### src/rtl/uart_tx_fifo_if.sv
// uart_tx_fifo_if: host write port and serial/status outputs of uart_tx_fifo
// Ports: data_in/write/clear_overflow come from the host; serial_line, busy, frame_done,
// full, empty, level and overflow come back from the transmitter.
interface uart_tx_fifo_if #(
  parameter int DATA_LEN = 8,
  parameter int FIFO_DEPTH = 4
);
  logic [DATA_LEN-1:0] data_in;
  logic write;
  logic clear_overflow;
  logic serial_line;
  logic busy;
  logic frame_done;
  logic full;
  logic empty;
  logic [$clog2(FIFO_DEPTH):0] level;
  logic overflow;
  modport master (
    output data_in, write, clear_overflow,
    input serial_line, busy, frame_done, full, empty, level, overflow
  );
  modport slave (
    input data_in, write, clear_overflow,
    output serial_line, busy, frame_done, full, empty, level, overflow
  );
endinterface

### src/rtl/uart_tx_fifo.sv
// uart_tx_fifo: FIFO-buffered LSB-first asynchronous serial transmitter with parity and stop-bit framing
// Ports: clk; rst_n (synchronous, active low); bus (slave modport): data_in/write push words,
// clear_overflow clears the sticky overflow flag; serial_line (idle high), busy, frame_done
// (one-cycle pulse per frame), full, empty, level (occupancy) and overflow report status.
module uart_tx_fifo #(
  parameter int DATA_LEN = 8,
  parameter int FIFO_DEPTH = 4,
  parameter int CLKS_PER_BIT = 16,
  parameter int PARITY_MODE = 0,
  parameter int STOP_BITS = 1
) (
  input logic clk,
  input logic rst_n,
  uart_tx_fifo_if.slave bus
);
  localparam int AW = $clog2(FIFO_DEPTH);
  localparam int DW = $clog2(CLKS_PER_BIT);
  localparam int BW = $clog2(DATA_LEN);
  localparam logic [AW:0] FULL_LEVEL = FIFO_DEPTH[AW:0];
  typedef enum logic [2:0] {IDLE, START, DATA, PARITY, STOP} state_t;
  state_t state;
  logic [DATA_LEN-1:0] mem [FIFO_DEPTH];
  logic [DATA_LEN-1:0] shreg;
  logic [AW-1:0] wr_ptr, rd_ptr;
  logic [AW:0] level;
  logic [DW-1:0] div;
  logic [BW-1:0] bit_cnt;
  logic par, line, busy, done, overflow;
  logic tc, last_stop, push, pop;
  assign tc = div == DW'(CLKS_PER_BIT - 1);
  assign last_stop = state == STOP && tc && bit_cnt == BW'(STOP_BITS - 1);
  // The FSM is the only consumer: it pops when idle or at the edge that ends a frame,
  // which is what makes back-to-back frames gapless.
  assign pop = !bus.empty && (state == IDLE || last_stop);
  assign push = bus.write && !bus.full;
  assign bus.full = level == FULL_LEVEL;
  assign bus.empty = level == '0;
  assign bus.level = level;
  assign bus.overflow = overflow;
  assign bus.serial_line = line;
  assign bus.busy = busy;
  assign bus.frame_done = done;
  always_ff @(posedge clk) begin
    if (!rst_n) begin
      wr_ptr <= '0;
      rd_ptr <= '0;
      level <= '0;
      overflow <= 1'b0;
    end else begin
      if (push) begin
        mem[wr_ptr] <= bus.data_in;
        wr_ptr <= wr_ptr + 1'b1;
      end
      if (pop) rd_ptr <= rd_ptr + 1'b1;
      level <= level + {{AW{1'b0}}, push} - {{AW{1'b0}}, pop};
      overflow <= (bus.write && bus.full) || (overflow && !bus.clear_overflow);
    end
  end
  always_ff @(posedge clk) begin
    if (!rst_n) begin
      state <= IDLE;
      div <= '0;
      bit_cnt <= '0;
      shreg <= '0;
      par <= 1'b0;
      line <= 1'b1;
      busy <= 1'b0;
      done <= 1'b0;
    end else begin
      done <= last_stop;
      div <= (state == IDLE || tc) ? '0 : div + 1'b1;
      if (pop) begin
        shreg <= mem[rd_ptr];
        par <= (^mem[rd_ptr]) ^ (PARITY_MODE == 2);
        bit_cnt <= '0;
        state <= START;
        line <= 1'b0;
        busy <= 1'b1;
      end else if (tc) begin
        case (state)
          START: begin
            state <= DATA;
            line <= shreg[0];
          end
          DATA: begin
            if (bit_cnt == BW'(DATA_LEN - 1)) begin
              state <= (PARITY_MODE != 0) ? PARITY : STOP;
              line <= (PARITY_MODE != 0) ? par : 1'b1;
              bit_cnt <= '0;
            end else begin
              bit_cnt <= bit_cnt + 1'b1;
              shreg <= shreg >> 1;
              line <= shreg[1];
            end
          end
          PARITY: begin
            state <= STOP;
            line <= 1'b1;
          end
          STOP: begin
            if (last_stop) begin
              state <= IDLE;
              line <= 1'b1;
              busy <= 1'b0;
            end else begin
              bit_cnt <= bit_cnt + 1'b1;
            end
          end
          default: state <= IDLE;
        endcase
      end
    end
  end
endmodule

### src/flat_wrapper.sv
// flat-port wrapper written by rule: the top's interface ports become plain ports
module uart_tx_fifo_flat 
#(
  parameter int DATA_LEN = 8,
  parameter int FIFO_DEPTH = 4,
  parameter int CLKS_PER_BIT = 16,
  parameter int PARITY_MODE = 0,
  parameter int STOP_BITS = 1
)
  (clk, rst_n, bus_data_in, bus_write, bus_clear_overflow, bus_serial_line, bus_busy, bus_frame_done, bus_full, bus_empty, bus_level, bus_overflow);
  uart_tx_fifo_if #(.DATA_LEN(DATA_LEN), .FIFO_DEPTH(FIFO_DEPTH)) bus_i ();
  input logic clk;
  input logic rst_n;
  input wire logic [$bits(bus_i.data_in)-1:0] bus_data_in;
  input wire logic [$bits(bus_i.write)-1:0] bus_write;
  input wire logic [$bits(bus_i.clear_overflow)-1:0] bus_clear_overflow;
  output wire logic [$bits(bus_i.serial_line)-1:0] bus_serial_line;
  output wire logic [$bits(bus_i.busy)-1:0] bus_busy;
  output wire logic [$bits(bus_i.frame_done)-1:0] bus_frame_done;
  output wire logic [$bits(bus_i.full)-1:0] bus_full;
  output wire logic [$bits(bus_i.empty)-1:0] bus_empty;
  output wire logic [$bits(bus_i.level)-1:0] bus_level;
  output wire logic [$bits(bus_i.overflow)-1:0] bus_overflow;
  assign bus_i.data_in = bus_data_in;
  assign bus_i.write = bus_write;
  assign bus_i.clear_overflow = bus_clear_overflow;
  assign bus_serial_line = bus_i.serial_line;
  assign bus_busy = bus_i.busy;
  assign bus_frame_done = bus_i.frame_done;
  assign bus_full = bus_i.full;
  assign bus_empty = bus_i.empty;
  assign bus_level = bus_i.level;
  assign bus_overflow = bus_i.overflow;
  uart_tx_fifo #(.DATA_LEN(DATA_LEN), .FIFO_DEPTH(FIFO_DEPTH), .CLKS_PER_BIT(CLKS_PER_BIT), .PARITY_MODE(PARITY_MODE), .STOP_BITS(STOP_BITS)) u_core (.clk(clk), .rst_n(rst_n), .bus(bus_i));
endmodule
### config.mk
export PLATFORM = sky130hd
export DESIGN_NAME = uart_tx_fifo_flat
export DESIGN_NICKNAME = d
export VERILOG_FILES = /design/src/rtl/uart_tx_fifo_if.sv /design/src/rtl/uart_tx_fifo.sv /design/src/flat_wrapper.sv
export SDC_FILE = /design/constraint.sdc
export NUM_CORES = 1
export LEC_CHECK = 0
export ABC_AREA = 1
export BUFFER_PORTS_ARGS = -buffer_cell sky130_fd_sc_hd__buf_2
export CAP_MARGIN = 20
export CORE_MARGIN = 3
export CORE_UTILIZATION = 30
export DETAILED_ROUTE_END_ITERATION = 10
export SETUP_SLACK_MARGIN = 0.02
export SKIP_LAST_GASP = 1
export SYNTH_ARGS = -nofsm -noshare
export SYNTH_HDL_FRONTEND = slang
export SYNTH_SLANG_ARGS = --single-unit
### constraint.sdc
create_clock -name clk -period 2.5 [get_ports clk]
set_input_delay 0.125 -clock clk [delete_from_list [all_inputs] [get_ports clk]]
set_output_delay 0.125 -clock clk [all_outputs]
set_load 0.01 [all_outputs]
# ---- Word-level counts from Yosys, hierarchy flattened
# Memories as Yosys holds them, arrays and structs flattened. A register that Yosys moved wholly into a read port is not among the register bits.
# Cells that the tools add are included.
dict set report op_classes {
  eq_ne 13
  bitwise_logic 1
  addsub 6
  reduce_logical 29
  muxes 26
}
# operator count
set op_table {}
lappend op_table {{2-to-1 mux 8 bit} 4}
lappend op_table {{AND reduction 3 bit} 6}
lappend op_table {{2-to-1 mux 1 bit} 13}
lappend op_table {{2-to-1 mux 3 bit} 4}
lappend op_table {{one-hot mux 3 bit (4 select lines)} 1}
lappend op_table {{nonzero test 2 bit} 5}
lappend op_table {{equality test 3 bit (second input constant)} 3}
lappend op_table {{logical NOT 3 bit} 3}
lappend op_table {{equality test 3 x 2 -> 1 bit (second input constant)} 2}
lappend op_table {{logical AND 1 bit} 6}
lappend op_table {{inequality test 2 x 1 -> 1 bit (second input constant)} 3}
lappend op_table {{inequality test 3 x 1 -> 1 bit (second input constant)} 2}
lappend op_table {{one-hot mux 3 bit (2 select lines)} 1}
lappend op_table {{nonzero test 5 bit} 1}
lappend op_table {{adder 2 x 1 -> 2 bit (second input constant)} 2}
lappend op_table {{adder 4 x 1 -> 4 bit (second input constant)} 1}
lappend op_table {{equality test 4 bit (second input constant)} 1}
lappend op_table {{2-to-1 mux 2 bit} 2}
lappend op_table {{one-hot mux 1 bit (4 select lines)} 1}
lappend op_table {{OR reduction 2 bit} 2}
lappend op_table {{adder 3 x 1 -> 3 bit} 1}
lappend op_table {{adder 3 x 1 -> 3 bit (second input constant)} 1}
lappend op_table {{equality test 3 x 1 -> 1 bit (second input constant)} 1}
lappend op_table {{logical NOT 1 bit} 3}
lappend op_table {{other kinds (4)} 6}
dict set report totals {
  word_cells 88
  output_inout_bits 9
  ramBits 32
  inputBits 12
  reg_bits 29
  memories 1
}
# name depth word_bits read_ports rd_clocked_by_memory_dff write_ports line
set mem_list {}
lappend mem_list {u_core.mem 4 8 1 1 1 uart_tx_fifo.sv:22} ;# logic [DATA_LEN-1:0] mem [FIFO_DEPTH];

# ---- Depth between registers and ports, before layout
dict set report depth {
  word_depth 7
  ltp_mapped 14
  ltp_nobuf 14
}

# ---- Least setup slack after synthesis
# OpenSTA, ideal clock, no wires.
dict set report synth_path {
  kind {reg-to-reg}
  startpoint {reg u_core.div[0]}
  endpoint {reg u_core.level[2], in the netlist u_core.bus.level[2]}
  arrival_ns 2.001
  stages_incl_launch_ff 14
  t_required_ns 2.422
  setup_slack_ns 0.422
  setup_ns 0.078
  synth_period_minus_slack_ns 2.078
  path_buffers 0
  path_cell_list {dfxtp_1 ha_1 nand2_2 nor2_8 nand3_4 nand2_4 nand2_4 inv_2 nand2_1 o21ai_1 ha_1 fa_1 and3_1 nor3_1}
}
dict set report synth_via {
  elab_chain_len 6
}
# element line
set synth_lines {}
lappend synth_lines {{from (decl)} uart_tx_fifo.sv:26} ;# logic [DW-1:0] div;
lappend synth_lines {{from (signal assigned)} uart_tx_fifo.sv:71} ;# div <= (state == IDLE || tc) ? '0 : div + 1'b1;
lappend synth_lines {{equality test 4 bit} uart_tx_fifo.sv:30} ;# assign tc = div == DW'(CLKS_PER_BIT - 1);
lappend synth_lines {{logical AND 1 bit (2 in a row)} uart_tx_fifo.sv:31} ;# assign last_stop = state == STOP && tc && bit_cnt == BW'(STOP_BITS - 1);
lappend synth_lines {{logical OR 1 bit} uart_tx_fifo.sv:34} ;# assign pop = !bus.empty && (state == IDLE || last_stop);
lappend synth_lines {{logical AND 1 bit} uart_tx_fifo.sv:34}
lappend synth_lines {{subtractor 3 x 1 -> 3 bit} uart_tx_fifo.sv:55} ;# level <= level + {{AW{1'b0}}, push} - {{AW{1'b0}}, pop};
lappend synth_lines {{to (signal assigned)} uart_tx_fifo.sv:55}
lappend synth_lines {{to (decl)} uart_tx_fifo.sv:25} ;# logic [AW:0] level;
# Every way passes these cells.
# A chain may end at the register's enable or synchronous reset.

# ---- Worst setup path in the final report
# Ends and elaborated chain as after synthesis.

==> impl_metrics.yaml <==
worst_setup_path:
  critPathArrivalTime_ns: 2.53
  endpoint_kind: "flip-flop"
  critPathKind: "reg2reg"
  reg2reg_slack_ns: 0.22
  reg2reg_from: "u_core.div[0]"
  worst_path_largest_cell_delay_ns: 0.38
  r2r_cells: 13
  start_kind: "flip-flop"
  cp_data_required_time_ns: 2.75
  endpoint: "u_core.bus.level[2]"
  crit_chain: "ha_1 -> nand2_2 -> nor2_8 -> nand3_4 -> nand2_4 -> nand2_4 -> inv_2 -> nand2_1 -> o21ai_1 -> ha_1 -> fa_1 -> and3_1 -> nor3_1"
  critPathMaxFanout: 9
  critPathSlowestCell: "fa_1"
  reg2reg_to: "u_core.bus.level[2]"
  critPathLaunch: "u_core.div[0]"
place:
  portBuffers: 20
  pre_cts_ws_ns: 0.227
  dp_cells: 436
  gp_congestion: 0.850
  dpl_cell_area_sq_um: 3060
  place_hpwl_mm: 3.77
clock_network:
  cts_buffer_depth: 2
  htree_levels: 3
  worstSkewPairLatency_ns: 0.34
  cts_tree: "yes"
  numCtsBuffers: 9
  cts_root_buffer: "clkbuf_8"
  cts.sinks: 63
  post_cts_buffers: 0
  clkTransAtPathRegs_ns: 0.07
grt:
  grt_pass1_vias: 1867
  grt_max_degree: 22
  grt_antenna_before_repair: 0
  track_usage: 0.112
  overflow: 0
  grt_pass1_wl_mm: 9.05
finish:
  antenna_cells: 0
  instances_no_fill: 459
  num-fill-cells: 912
  multiInputGateArea_sq_um: 1060
  final_cell_mix: "73 x nand2_1, 34 x nand3_1, 32 x edfxtp_1"
  layout_commonest_cell: "nand2_1"
  area_growth_pct: 17.6
  seq_area_sq_um: 1580
  fin_area_sq_um: 3320
  final_nets: 368
  drive_above_1_share: 0.160
power:
  p_sw_frac: 0.363
  ir_worst_vdd_v: 0.000432
  leakage_nw: 1.39
  power_switching_mw: 1.19
  seq_power_share: 0.413
  clockPowerShare: 0.254
  combinationalPowerShare: 0.333
  intPower_mw: 2.09
  powerDensity_nw_per_um2: 991
timing:
  setup_ws_ns: 0.224
  tns_ns: 0
  slew-limit-headroom: 0.694
  tightest_slew_ns: 0.458
  fin_skew_ns: 0.00992
  fin_crit_sh: 0.911
  min_period_ns: 2.28
  hold_viol: 0
  fmax_mhz: 439
  setup_viol: 0
  rsz0062_at_grt: "no"
  report.final.slew_viol_count: 0
synthesis:
  yosysTopAreaCell: "edfxtp_1"
  synth_area_leaders: "edfxtp_1 34%, dfxtp_1 22%, nand2_1 9.7%"
  synth_area_sq_um: 2820
  syn_inst: 310
  syn_nets: 332
  synth_ff_type: "edfxtp_1"
  synth_top_area_frac: 0.341
  syn_area_per_cell_sq_um: 9.10
  synth_edf_count: 32
  yosysSeqAreaShare: 0.561
  ys_seq_elements: 63
  yosys_warnings: 0
  yosysUniqueCellTypes: 31
  synth_async_sr_flop_share: 0
floorplan:
  die_w_um: 103
  die_h_um: 103
  rows: 34
  dieArea_sq_um: 10600
  io_pins: 21
  core_sq_um: 8930
  start_util: 0.316
routing:
  vias_per_cell: 4.43
  wl_per_cell_um: 12.0
  first_pass_iters: 4
  dr_total_vias: 2034
  drc: 0
  drtIter0Drc: 84
  drt_wl_total_mm: 5.53
  postRouteAntennaNets: 0
outcome:
  outcome: "finished, final reports clean"
run:
  cap_violations: 0
worst_hold_path:
  holdPathStages: 1
  holdCritPathClass: "in2reg"
==> metal layers <==
layer	global-route usage	wire [um]	part of all wire
met5	0	0	0
met4	0.0498	98	0.018
met3	0.0372	209	0.038
met2	0.175	2590	0.47
met1	0.141	2630	0.48
==> critical path, delay by kind of cell (launching register included) <==
kind	cells	cell delay, ns
adders and majority gates	3	0.80
and+or+nand+nor	8	0.90
buffers and inverters	1	0.06
AOI/OAI and AO/OA	1	0.08
DFF	1	0.33
==> through the flow <==
step | util | hold WS [ns] | total power, mW
after floorplan | - | 0.224 | 2.20
after global placement | 0.342 | 0.339 | 2.46
after detailed placement | 0.342 | 0.353 | 2.48
after CTS | 0.371 | 0.00727 | 3.33
after global routing | 0.371 | 0.0124 | 3.55
final | 0.371 | 0.0207 | 3.29
==> registers in the layout, summed over array words and instances, names as in the netlist, named ones only <==
name and count:
u_core.bus.level 3, u_core.mem 32, u_core.bus.overflow 1, u_core.bus.frame_done 1, u_core.div 4, u_core.shreg 8
u_core.rd_ptr 2, u_core.state 3, u_core.bit_cnt 3, u_core.wr_ptr 2, u_core.bus.busy 1, u_core.bus.serial_line 1
==> cell usage after synthesis (2+ instances only) <==
cell type,n
dfxtp_1,31
nand2_1,73
o21ai_1,4
buf_2,4
edfxtp_1,32
nand3_2,2
nand2_2,2
clkbuf_1,3
nand2_4,2
xor2_1,2
o21ai_0,9
nand4_1,4
nand3b_1,2
inv_2,4
a21oi_1,17
ha_1,9
nor2_1,31
nor3_1,3
nor2_4,2
inv_1,30
nand3_1,34
==> cells by family after synthesis <==
family,Yosys count,share of synthesized area
AOI/OAI and AO/OA,32,0.0581
and+or+nand+nor,160,0.266
adders and majority gates,10,0.0470
xor gates and xnor gates,2,0.00621
DFF,63,0.561
buffers and inverters,43,0.0617
==> final cells by class <==
cell class / instances / area share
multi-input cells: 204 / 0.321
flip-flops and latches: 63 / 0.477
clock inverters: 3 / 0.00491
repair buffers: 33 / 0.0649
well taps: 108 / 0.0408
inverters: 35 / 0.0396
clock buffers: 13 / 0.0513
==> power by group through the flow <==
| stage | Sequential (mW) | Clock, mW | Combinational, mW |
|---|---|---|---|
| floorplan | 1.36 | 0 | 0.843 |
| global placement | 1.38 | 0 | 1.08 |
| detailed placement | 1.38 | 0 | 1.10 |
| CTS | 1.36 | 0.861 | 1.11 |
| global route | 1.38 | 0.915 | 1.26 |
| finish | 1.36 | 0.834 | 1.09 |
==> worst min path at each step <==
stage                                   to  slack (ns)           start
final                     u_core.mem[2][7]        0.02  bus_data_in[7]
after global routing      u_core.mem[0][7]        0.01  bus_data_in[7]
after CTS                 u_core.mem[2][7]       0.007  bus_data_in[7]
after detailed placement  u_core.mem[3][6]        0.35  bus_data_in[6]
after global placement    u_core.mem[2][4]        0.34  bus_data_in[4]
after floorplan           u_core.mem[0][0]        0.22  bus_data_in[0]
==> timing repair <==
item / CTS / global route
gates resized for setup: 0 / 1
hold buffers: 7 / 0
endpoints found under the hold margin: 28 / 0
endpoints found under the setup margin: 0 / 1
No activity file was read; power rests on OpenSTA's default activity.
